### config.mk
export PLATFORM = sky130hd
export DESIGN_NAME = pc_unit
export DESIGN_NICKNAME = d
export VERILOG_FILES = /design/src/rtl/pc_unit.sv
export SDC_FILE = /design/constraint.sdc
export NUM_CORES = 1
export LEC_CHECK = 0
export BUFFER_PORTS_ARGS = -buffer_cell sky130_fd_sc_hd__buf_4
export CORE_ASPECT_RATIO = 1.4
export CORE_MARGIN = 2
export CORE_UTILIZATION = 55
export CTS_CLUSTER_SIZE = 40
export DETAILED_ROUTE_END_ITERATION = 6
export HOLD_SLACK_MARGIN = 0.1
export PLACE_DENSITY = 0.78
export SYNTH_ARGS = -nofsm -noshare
export SYNTH_HDL_FRONTEND = slang
export SYNTH_SLANG_ARGS = --single-unit
### constraint.sdc
create_clock -name clk_i -period 5.2 [get_ports clk_i]
set_clock_uncertainty 0.1 [all_clocks]
set_input_delay 1.04 -clock clk_i [delete_from_list [all_inputs] [get_ports clk_i]]
set_output_delay 1.04 -clock clk_i [all_outputs]
set_load 0.01 [all_outputs]
### src/rtl/pc_unit.sv
// pc_unit: registered next-fetch-address generator for the IF stage.
// Chooses the next PC from reset, run enable, exception, branch, stall,
// call/return prediction (circular return-address stack) and sequential
// fetch, in that priority order. Every output comes straight from a flop.
module pc_unit #(
  parameter int unsigned       WIDTH     = 32,
  parameter logic [WIDTH-1:0]  RESET_VEC = '0,
  parameter logic [WIDTH-1:0]  EXC_VEC   = WIDTH'(8'h80),
  parameter int unsigned       STEP      = 4,
  parameter int unsigned       RAS_DEPTH = 4
) (
  input  logic             clk_i,
  input  logic             rst_i,
  input  logic             start_i,
  input  logic             stall_i,
  input  logic             exc_i,
  input  logic             br_taken_i,
  input  logic [WIDTH-1:0] br_target_i,
  input  logic             call_i,
  input  logic [WIDTH-1:0] jmp_target_i,
  input  logic             ret_i,
  output logic [WIDTH-1:0] pc_o,
  output logic [WIDTH-1:0] epc_o,
  output logic             ras_empty_o,
  output logic             ras_full_o,
  output logic             ras_ovf_o,
  output logic             ret_err_o
);

  localparam int unsigned PW = $clog2(RAS_DEPTH);
  localparam int unsigned CW = PW + 1;
  localparam logic [CW-1:0] DEPTH_C = CW'(RAS_DEPTH);
  localparam logic [CW-1:0] CNT_ZERO_C = {CW{1'b0}};

  // Architectural state
  logic [WIDTH-1:0] pc_r;
  logic [WIDTH-1:0] epc_r;
  logic [WIDTH-1:0] ras_r [RAS_DEPTH];
  logic [PW-1:0]    top_r;      // index of the most recent entry
  logic [CW-1:0]    cnt_r;      // valid entries, 0..RAS_DEPTH
  logic             ovf_r;
  logic             ret_err_r;
  logic             empty_r;
  logic             full_r;

  // Next-state values
  logic [WIDTH-1:0] seq_s;
  logic [WIDTH-1:0] pc_n_s;
  logic [WIDTH-1:0] epc_n_s;
  logic [PW-1:0]    top_n_s;
  logic [CW-1:0]    cnt_n_s;
  logic             ovf_n_s;
  logic             ret_err_n_s;
  logic             ras_we_s;
  logic [PW-1:0]    ras_widx_s;
  logic [PW-1:0]    top_inc_s;
  logic [PW-1:0]    top_dec_s;
  logic             ras_nonempty_s;
  logic             ras_isfull_s;

  // Prioritised next-PC / RAS update for one edge (reset handled in the flop block)
  always_comb begin
    seq_s          = pc_r + WIDTH'(STEP);
    top_inc_s      = top_r + PW'(1);
    top_dec_s      = top_r - PW'(1);
    ras_nonempty_s = (cnt_r != CNT_ZERO_C);
    ras_isfull_s   = (cnt_r == DEPTH_C);

    pc_n_s      = pc_r;
    epc_n_s     = epc_r;
    top_n_s     = top_r;
    cnt_n_s     = cnt_r;
    ovf_n_s     = ovf_r;
    ret_err_n_s = 1'b0;
    ras_we_s    = 1'b0;
    ras_widx_s  = top_r;

    if (!start_i) begin
      // frozen: everything holds, error pulse drops
      pc_n_s = pc_r;
    end else if (exc_i) begin
      pc_n_s  = EXC_VEC;
      epc_n_s = pc_r;
    end else if (br_taken_i) begin
      pc_n_s = br_target_i;
    end else if (stall_i) begin
      pc_n_s = pc_r;
    end else if (ret_i && ras_nonempty_s) begin
      // return predicted from the top entry; a simultaneous call swaps it
      pc_n_s = ras_r[top_r];
      if (call_i) begin
        ras_we_s   = 1'b1;
        ras_widx_s = top_r;
      end else begin
        top_n_s = top_dec_s;
        cnt_n_s = cnt_r - CW'(1);
      end
    end else if (call_i) begin
      // push; when full the slot after top is the oldest entry
      pc_n_s      = jmp_target_i;
      ras_we_s    = 1'b1;
      ras_widx_s  = top_inc_s;
      top_n_s     = top_inc_s;
      ret_err_n_s = ret_i;
      if (ras_isfull_s) begin
        ovf_n_s = 1'b1;
      end else begin
        cnt_n_s = cnt_r + CW'(1);
      end
    end else if (ret_i) begin
      // return with nothing to predict from
      pc_n_s      = seq_s;
      ret_err_n_s = 1'b1;
    end else begin
      pc_n_s = seq_s;
    end
  end

  // State registers with synchronous active-low reset
  always_ff @(posedge clk_i) begin
    if (!rst_i) begin
      pc_r      <= RESET_VEC;
      epc_r     <= {WIDTH{1'b0}};
      top_r     <= {PW{1'b1}};
      cnt_r     <= CNT_ZERO_C;
      ovf_r     <= 1'b0;
      ret_err_r <= 1'b0;
      empty_r   <= 1'b1;
      full_r    <= 1'b0;
      for (int i = 0; i < int'(RAS_DEPTH); i++) begin
        ras_r[i] <= {WIDTH{1'b0}};
      end
    end else begin
      pc_r      <= pc_n_s;
      epc_r     <= epc_n_s;
      top_r     <= top_n_s;
      cnt_r     <= cnt_n_s;
      ovf_r     <= ovf_n_s;
      ret_err_r <= ret_err_n_s;
      empty_r   <= (cnt_n_s == CNT_ZERO_C);
      full_r    <= (cnt_n_s == DEPTH_C);
      if (ras_we_s) begin
        ras_r[ras_widx_s] <= seq_s;
      end
    end
  end

  assign pc_o        = pc_r;
  assign epc_o       = epc_r;
  assign ras_empty_o = empty_r;
  assign ras_full_o  = full_r;
  assign ras_ovf_o   = ovf_r;
  assign ret_err_o   = ret_err_r;

endmodule

# After elaboration in Yosys (flattened, before gate mapping)

Memory sizes are Yosys's and may differ from the RTL's. A register that Yosys moved wholly into a read port is not among the register bits.
Cells that the tools add are included.
Widths: inputs -> output; s select.

Output and inout bits: 68
ROM bits: 0
Memories kept: 1
Bits in writable memories: 128
Word-level logic and storage cells: 70
Register bits after elaboration: 73
Input bits: 72
Bits in latches: 0

Memories:

| memory | depth | width | rd ports | clocked after Yosys merged registers in | wr ports | RTL line | text |
|---|---|---|---|---|---|---|---|
| ras_r  | 4     | 32    | 1        | 1                                       | 4        | 38       | `logic [WIDTH-1:0] ras_r [RAS_DEPTH];` |

Reduce and logical (&&, ||, !) cells: 9
$mul: 0
Bitwise operators: 6
Muxes and demuxes: 37
Div/mod/pow operators: 0
Equality and inequality tests: 4
$add $sub $neg: 5
Shift-type cells: 0
Magnitude comparators: 0

Operators with widths:

| kind                  | number |
|---|---|
| $mux 32               | 6 |
| $add 32x3->32 const B | 1 |
| $reduce_or 32->1      | 1 |
| $mux 3                | 8 |
| $mux 2                | 11 |
| $mux 1                | 12 |
| $reduce_and 7->1      | 1 |
| $eq 3x3->1 const B    | 2 |
| $not 1->1             | 6 |
| $reduce_or 6->1       | 1 |
| $reduce_and 5->1      | 1 |
| $reduce_and 2->1      | 2 |
| $add 3x1->3 const B   | 1 |
| $logic_not 3->1       | 1 |
| $ne 3x1->1 const B    | 1 |
| $reduce_bool 3->1     | 1 |
| $sub 3x1->3 const B   | 1 |
| $add 2x1->2 const B   | 1 |
| $ne 2x2->1 const B    | 1 |
| $sub 2x1->2 const B   | 1 |
| $logic_and 1x1->1     | 1 |

# Depth between registers and ports, before layout

Gate-level depths: netlist (run 1).

Depth in word-level cells: 10
Gate-level depth with buffers: 11
Mapped depth without buffers: 8

# Worst setup path before layout (run 1)

Ideal clock, no wire load.

Path type: input port to flip-flop
From: input call_i
To: memory ras_r[3][0], enable pin
Path slack: 0.402 ns
Data required time: 4.634 ns
Cell stages on the path: 5
Path buffers: 3
Arrival time: 4.232 ns
Path through: clkbuf_1 -> clkbuf_1 -> clkbuf_1 -> nand3_1 -> o21ai_0

RTL lines:

| element            | RTL line | text |
|---|---|---|
| start: declaration | 19       | `input logic call_i,` |
| end: declaration   | 38       |  |

==> results of run 1 <==
-- cells in the mapped netlist, types with 9 or more instances --
cell / count / area [sq um]
nor2_1: 152 / 571
nand2_1: 139 / 522
edfxtp_1: 128 / 3840
dfxtp_1: 75 / 1500
a21oi_1: 57 / 285
clkbuf_1: 47 / 176
o21ai_0: 46 / 230
nand3_1: 33 / 165
mux4_2: 31 / 698
inv_1: 20 / 75.1
xnor2_1: 17 / 149
a221oi_1: 12 / 105
and3_1: 12 / 75.1
buf_2: 12 / 60.1
o211ai_1: 12 / 90.1
xor2_1: 12 / 105
nor3_1: 9 / 45.0
-- metrics by stage --
step,area [sq um],instances
final,11500,1288
after global routing,11500,1288
after CTS,11500,1288
after detailed placement,10800,1255
after global placement,10800,1255
after floorplan,9660,934
-- layer usage --
layer,wire [um],up-vias
met3,2370,75
met1,10100,3711
met2,12800,430
met4,1010,0
li1,-,3564
met5,0,-
-- power groups by stage --
| stage | combinational [uW] | clock [uW] | sequential [uW] |
|---|---|---|---|
| global placement | 280 | 0 | 1820 |
| finish | 288 | 1400 | 1790 |
| detailed placement | 283 | 0 | 1830 |
| CTS | 285 | 1420 | 1790 |
| floorplan | 159 | 0 | 1820 |
| global route | 309 | 1470 | 1800 |
-- final timing paths --
check	endpoint	slack, ns
worst max register to register	ras_r[0][28]	1.91
worst min-delay path	epc_o[21]	0.35
worst max-delay path	ras_r[1][28]	1.60
worst min register to register	epc_o[21]	0.35
-- area by class of cell --
cell class,instances,share of cell area [%]
sequential,203,46.6
multi-input combinational,641,34.6
timing repair buffer,155,10.1
clock buffer,25,4.70
tap,236,2.57
clock inverter,8,0.731
inverter,20,0.655
-- flip-flops by register name, summed over array words and instances (netlist names), named ones only --
name / flops
pc_o: 32
ras_empty_o: 1
ret_err_o: 1
epc_o: 32
ras_full_o: 1
top_r: 2
ras_r: 128
cnt_r: 3
ras_ovf_o: 1
-- cells by family (layout without fill, tap and decap cells) --
kind of cell	Yosys count	count (layout)	share of synthesized area, %
buf+inv	90	208	3.77
fa+ha+maj	4	4	0.518
mux	36	36	7.75
flops	203	203	55.3
compound gates	181	181	12.0
simple gates	390	390	17.9
xor+xnor	30	30	2.80
-- critical path: cells and delay by family --
| family | cells | cell delay (ns) |
|---|---|---|
| buffers and inverters | 4 | 1.10 |
| and+or+nand+nor | 6 | 1.47 |
==> results.json, run 1 <==
{
  "core_area_sq_um": 17300,
  "p_per_area_nw_per_um2": 304,
  "synth_async_sr_flop_share_pct": 0,
  "clk_pin_slew_ns": 0.06,
  "setup_tns_ns": 0,
  "gr-total-overflow": 0,
  "final_util_pct": 66.4,
  "syn_inst": 934,
  "rsz0062_at_grt": "false",
  "port_buffers": 139,
  "multi_input_comb_area_sq_um": 3970,
  "synth_edf_count": 128,
  "synth_cell_types": 69,
  "grt_pass1_vias": 7463,
  "ys_warn_count": 0,
  "ctsResizeCount": 0,
  "finalWorstSetupSlack_ns": 1.60,
  "ys_ff_latch": 203,
  "reg2reg_depth": 10,
  "cts_max_level": 1,
  "arrival_ns": 3.62,
  "worst_setup_path_start_kind": "input port",
  "setup_viol": 0,
  "ir_worst_vdd_v": 0.000279,
  "antenna_found_initial": 0,
  "final_common_cell": "buf_4",
  "cts_tree": "yes",
  "finalHoldViolations": 0,
  "ios": 140,
  "grt_use_total_pct": 28.3,
  "hp-class": "reg2reg",
  "via_count": 7780,
  "slew_headroom_pct": 20.2,
  "postCtsSetupRepairBufs": 0,
  "syn-cell-area_sq_um": 9660,
  "layout.filler_cells": 1371,
  "cellInternalPower_uw": 2700,
  "cp.required_ns": 5.22,
  "fin_nets": 1116,
  "ant_nets": 0,
  "die_w_um": 116,
  "max_stage_delay_ns": 0.44,
  "end_kind": "register",
  "p_comb_share_pct": 8.3,
  "clk_latency_ns": 0.50,
  "grt_pass1_wl_um": 40500,
  "crit_path_top_delay_cell": "nor2_2",
  "grtUsageMet2_pct": 45.2,
  "max_freq_mhz": 278,
  "finalPower_uw": 3480,
  "hpwlAfterDp_um": 18100,
  "syn_nets": 1010,
  "dr.first_iter.drc_count": 1030,
  "holdPathStages": 2,
  "drcViolationCount": 0,
  "final.min_clock_period_ns": 3.60,
  "clock-sinks": 203,
  "p_clk_share_pct": 40.3,
  "layout-drive-gt1-share_pct": 22.1,
  "wl_um": 26300,
  "cp_common_cell": "buf_4",
  "min_period_over_period_pct": 69.3,
  "share_seq_of_total_power_pct": 51.4,
  "synth.avg_cell_area_sq_um": 10.3,
  "grtUsageMet1_pct": 39.0,
  "pre_cts_ws_ns": 1.17,
  "hold_buffers": 0,
  "power_switching_uw": 783,
  "antenna_cells": 0,
  "hold_ws_ns": 0.353,
  "root_buffer": "clkbuf_16",
  "critPathMaxFanout": 33,
  "vias_per_cell": 6.04,
  "swShare_pct": 22.5,
  "gp_congestion": 0.919,
  "rows": 57,
  "numCtsBuffers": 19,
  "clock_path_buffers": 3,
  "mostFrequentLayoutCells": "buf_4, nor2_1, nand2_1",
  "dieArea_sq_um": 18700,
  "firstDrtPassIters": 5,
  "ys_seq_area_share_pct": 55.3,
  "synth_ff_type": "edfxtp_1",
  "critPathKind": "in2reg",
  "startpoint": "exc_i",
  "grt_start_max_net_pins": 48,
  "min-delay-start": "epc_o[21]",
  "maxCapViolCount": 0,
  "globalRouteMet3Util_pct": 4.53,
  "seqCellArea_sq_um": 5350,
  "worst_slew_pin_slew_ns": 1.19,
  "syn_to_final_growth_pct": 18.7,
  "p_leak_uw": 0.00428,
  "busiest_layer": "met2",
  "crit_chain": "buf_4, and2b_1, nand3_1, nor2_2, nand2_2, buf_4, or3_1, buf_4, nand2_1, buf_4",
  "status": "complete, no violations",
  "rr_startpoint": "cnt_r[1]",
  "die_h_um": 161,
  "start_util_pct": 56.0,
  "slew_viol_final": 0,
  "wl_per_cell_um": 20.4
}
Note: power is estimated with default switching activity, not from simulation.
==> run 2, diff against run 1 <==
- ABC_AREA: not set -> 1
- CORE_UTILIZATION: 55 -> 52
- PLACE_DENSITY: 0.78 -> 0.77
- clock period: 5.2 -> 3.3 ns (I/O delays scaled with it)
==> run 2 against run 1 <==
First-iteration DRC count decreased by 25%. Global-route usage fell by 0.44 points. Non-clock buffer count up 6. Sequential share of layout area is 1.4 points lower. Hold slack got worse by 0.0021 ns. Area after synthesis rose by 4.6%. Combinational power grew 110%. Flip-flop and latch count did not move. Count of clock-buffer cells in the layout increased by 1. Critical endpoint is now pc_o[18].
==> results.json, run 2 <==
{
  "root_buffer": "clkbuf_16",
  "post_synth_xor_area_fraction_pct": 1.71,
  "grt_start_max_net_pins": 66,
  "vias_per_cell": 5.60,
  "clk_pin_slew_ns": 0.06,
  "reg2reg_depth": 11,
  "synth_top_area_share_pct": 38.0,
  "finalWorstSetupSlack_ns": 0.803,
  "p_clk_share_pct": 36.8,
  "synth_edf_count": 128,
  "ys_warn_count": 0,
  "cts_max_level": 1,
  "postCtsSetupRepairBufs": 0,
  "max_freq_mhz": 400,
  "drcViolationCount": 0,
  "finalHoldViolations": 0,
  "layout-drive-gt1-share_pct": 16.2,
  "worstHoldEndpoint": "ret_err_o",
  "mostFrequentLayoutCells": "nand2_1, nor2_1, buf_4",
  "final_util_pct": 61.8,
  "r2r_slack_ns": 0.80,
  "syn_inst": 1269,
  "end_kind": "register",
  "final_common_cell": "nand2_1",
  "p_per_area_nw_per_um2": 466,
  "clock-sinks": 203,
  "antenna_cells": 0,
  "synth_top_family_by_area": "simple AND/OR/NAND/NOR gates",
  "rr_startpoint": "pc_o[3]",
  "synth.most_common_cell": "nand2_1",
  "syn_to_final_growth_pct": 17.0,
  "core_area_sq_um": 19100,
  "synthAdderAreaFrac_pct": 0.495,
  "hpwlAfterDp_um": 20100,
  "critPathKind": "reg2reg",
  "share_seq_of_total_power_pct": 52.0,
  "grt_use_total_pct": 27.9,
  "synth_ff_type": "edfxtp_1",
  "synth_simple_gate_area_share_pct": 30.0,
  "ys_ff_latch": 203,
  "setup_viol": 0,
  "holdPathStages": 2,
  "antenna_found_initial": 0,
  "port_buffers": 139,
  "die_w_um": 122,
  "hold_buffers": 0,
  "firstDrtPassIters": 5,
  "pre_cts_ws_ns": 0.552,
  "setup_tns_ns": 0,
  "synth_mux_area_share_pct": 0,
  "top_register": "ras_r",
  "dieArea_sq_um": 20600,
  "wl_um": 28700,
  "dr.first_iter.drc_count": 769,
  "ant_nets": 0,
  "syn_nets": 1345,
  "hp-class": "in2reg",
  "final.min_clock_period_ns": 2.50,
  "min_period_over_period_pct": 75.7,
  "start_util_pct": 52.8,
  "startpoint": "pc_o[3]",
  "slew_headroom_pct": 38.3,
  "swShare_pct": 24.8,
  "synth_compound_area_share_pct": 9.21,
  "ys_seq_area_share_pct": 52.9,
  "timing.rr.end": "pc_o[18]",
  "synth_async_sr_flop_share_pct": 0,
  "critPathMaxFanout": 6,
  "p_leak_uw": 0.00465,
  "worst_slew_pin_slew_ns": 0.924,
  "via_count": 9174,
  "maxCapViolCount": 0,
  "rsz0062_at_grt": "false",
  "grt_pass1_wl_um": 45000,
  "cp.required_ns": 3.56,
  "p_comb_share_pct": 11.2,
  "gr-total-overflow": 0,
  "ir_worst_vdd_v": 0.000393,
  "arrival_ns": 2.75,
  "fin_nets": 1453,
  "wl_per_cell_um": 17.5,
  "power_switching_uw": 1370,
  "cts_tree": "yes",
  "syn-cell-area_sq_um": 10100,
  "grt_pass1_vias": 8630,
  "die_h_um": 169,
  "synth_cell_types": 41,
  "finalPower_uw": 5500,
  "yosys.area.top_type": "edfxtp_1",
  "gp_congestion": 0.929,
  "min-delay-start": "ret_i",
  "yosys-top-cells-count": "nand2_1, nor2_1, edfxtp_1, nand3_1, dfxtp_1",
  "ios": 140,
  "ctsResizeCount": 0,
  "clk_latency_ns": 0.50,
  "synth.area.top_cells": "edfxtp_1, dfxtp_1, nand2_1",
  "worst_setup_path_start_kind": "register",
  "largest_register_ffs": 128,
  "clock_path_buffers": 3,
  "cellInternalPower_uw": 4140,
  "slew_viol_final": 0,
  "synth.avg_cell_area_sq_um": 7.96,
  "rows": 60,
  "status": "complete, no violations",
  "numCtsBuffers": 19
}
## run 2: cell count changes in the layout (fill, tap and decap cells not counted), moves of 8 or more
cell,delta
nand2_1,+184
nor2_1,+153
nand3_1,+62
mux4_2,-31
inv_1,+24
a21oi_1,+17
a221oi_1,-12
and3_1,-12
o21ai_0,+12
nor2_2,+11
inv_2,+8
nor3_1,-8
xnor2_1,-8
## run 2: logic make-up (layout without fill, tap and decap cells)
logic type / after synthesis / after routing
fa+ha+maj: 4 / 4
xor+xnor: 18 / 18
simple gates: 751 / 751
compound gates: 166 / 166
buf+inv: 127 / 247
flops: 203 / 203
## run 2: worst max-delay path by stage
stage                         to  slack [ns]
floorplan            ras_r[3][0]        0.01
global placement    ras_r[3][17]        0.63
detailed placement  ras_r[3][19]        0.55
CTS                 ras_r[1][17]        0.84
global route        ras_r[1][18]        0.65
finish                  pc_o[18]        0.80
## run 2: worst max-delay path: stages (launching register included)
cell     delay [ns]
dfxtp_1        0.43
ha_1           0.41
inv_1          0.13
nor2_2         0.20
nand2_1        0.16
nor2_2         0.15
xnor2_1        0.35
nand2_1        0.10
nand2_1        0.09
nand3_1        0.06
nand2_1        0.10
a21oi_1        0.06
## run 2: per-layer routing
layer | vias to the layer above | GRT usage (%) | wire length, um
met5 | - | 0 | 0
met4 | 0 | 11.9 | 1110
met3 | 69 | 3.07 | 2610
met2 | 491 | 45.5 | 13900
met1 | 4250 | 37.6 | 11100
li1 | 4364 | - | -
## run 2: power by group through the flow
| stage | Combinational [uW] | Sequential, uW | Clock (uW) |
|---|---|---|---|
| 2_1_floorplan | 333 | 2920 | 0 |
| 3_3_place_gp | 605 | 2910 | 0 |
| 3_5_place_dp | 611 | 2910 | 0 |
| 4_1_cts | 614 | 2860 | 2030 |
| 5_1_grt | 679 | 2870 | 2130 |
| 6_report | 618 | 2860 | 2030 |
## run 2: area by class of cell
class / count / area (sq um)
Fill cell: 1610 / 7320
Sequential cell: 203 / 5350
Multi-Input combinational cell: 939 / 4200
Timing Repair Buffer: 161 / 1210
Clock buffer: 26 / 522
Tap cell: 248 / 310
Inverter: 53 / 199
Clock inverter: 7 / 35.0
## run 2: stage by stage
stage | std cells | hold WS [ns] | instance area [sq um]
floorplan | 1269 | 0.402 | 10100
global placement | 1604 | 0.368 | 11300
detailed placement | 1604 | 0.376 | 11300
CTS | 1637 | 0.346 | 11800
global route | 1637 | 0.347 | 11800
finish | 1637 | 0.351 | 11800
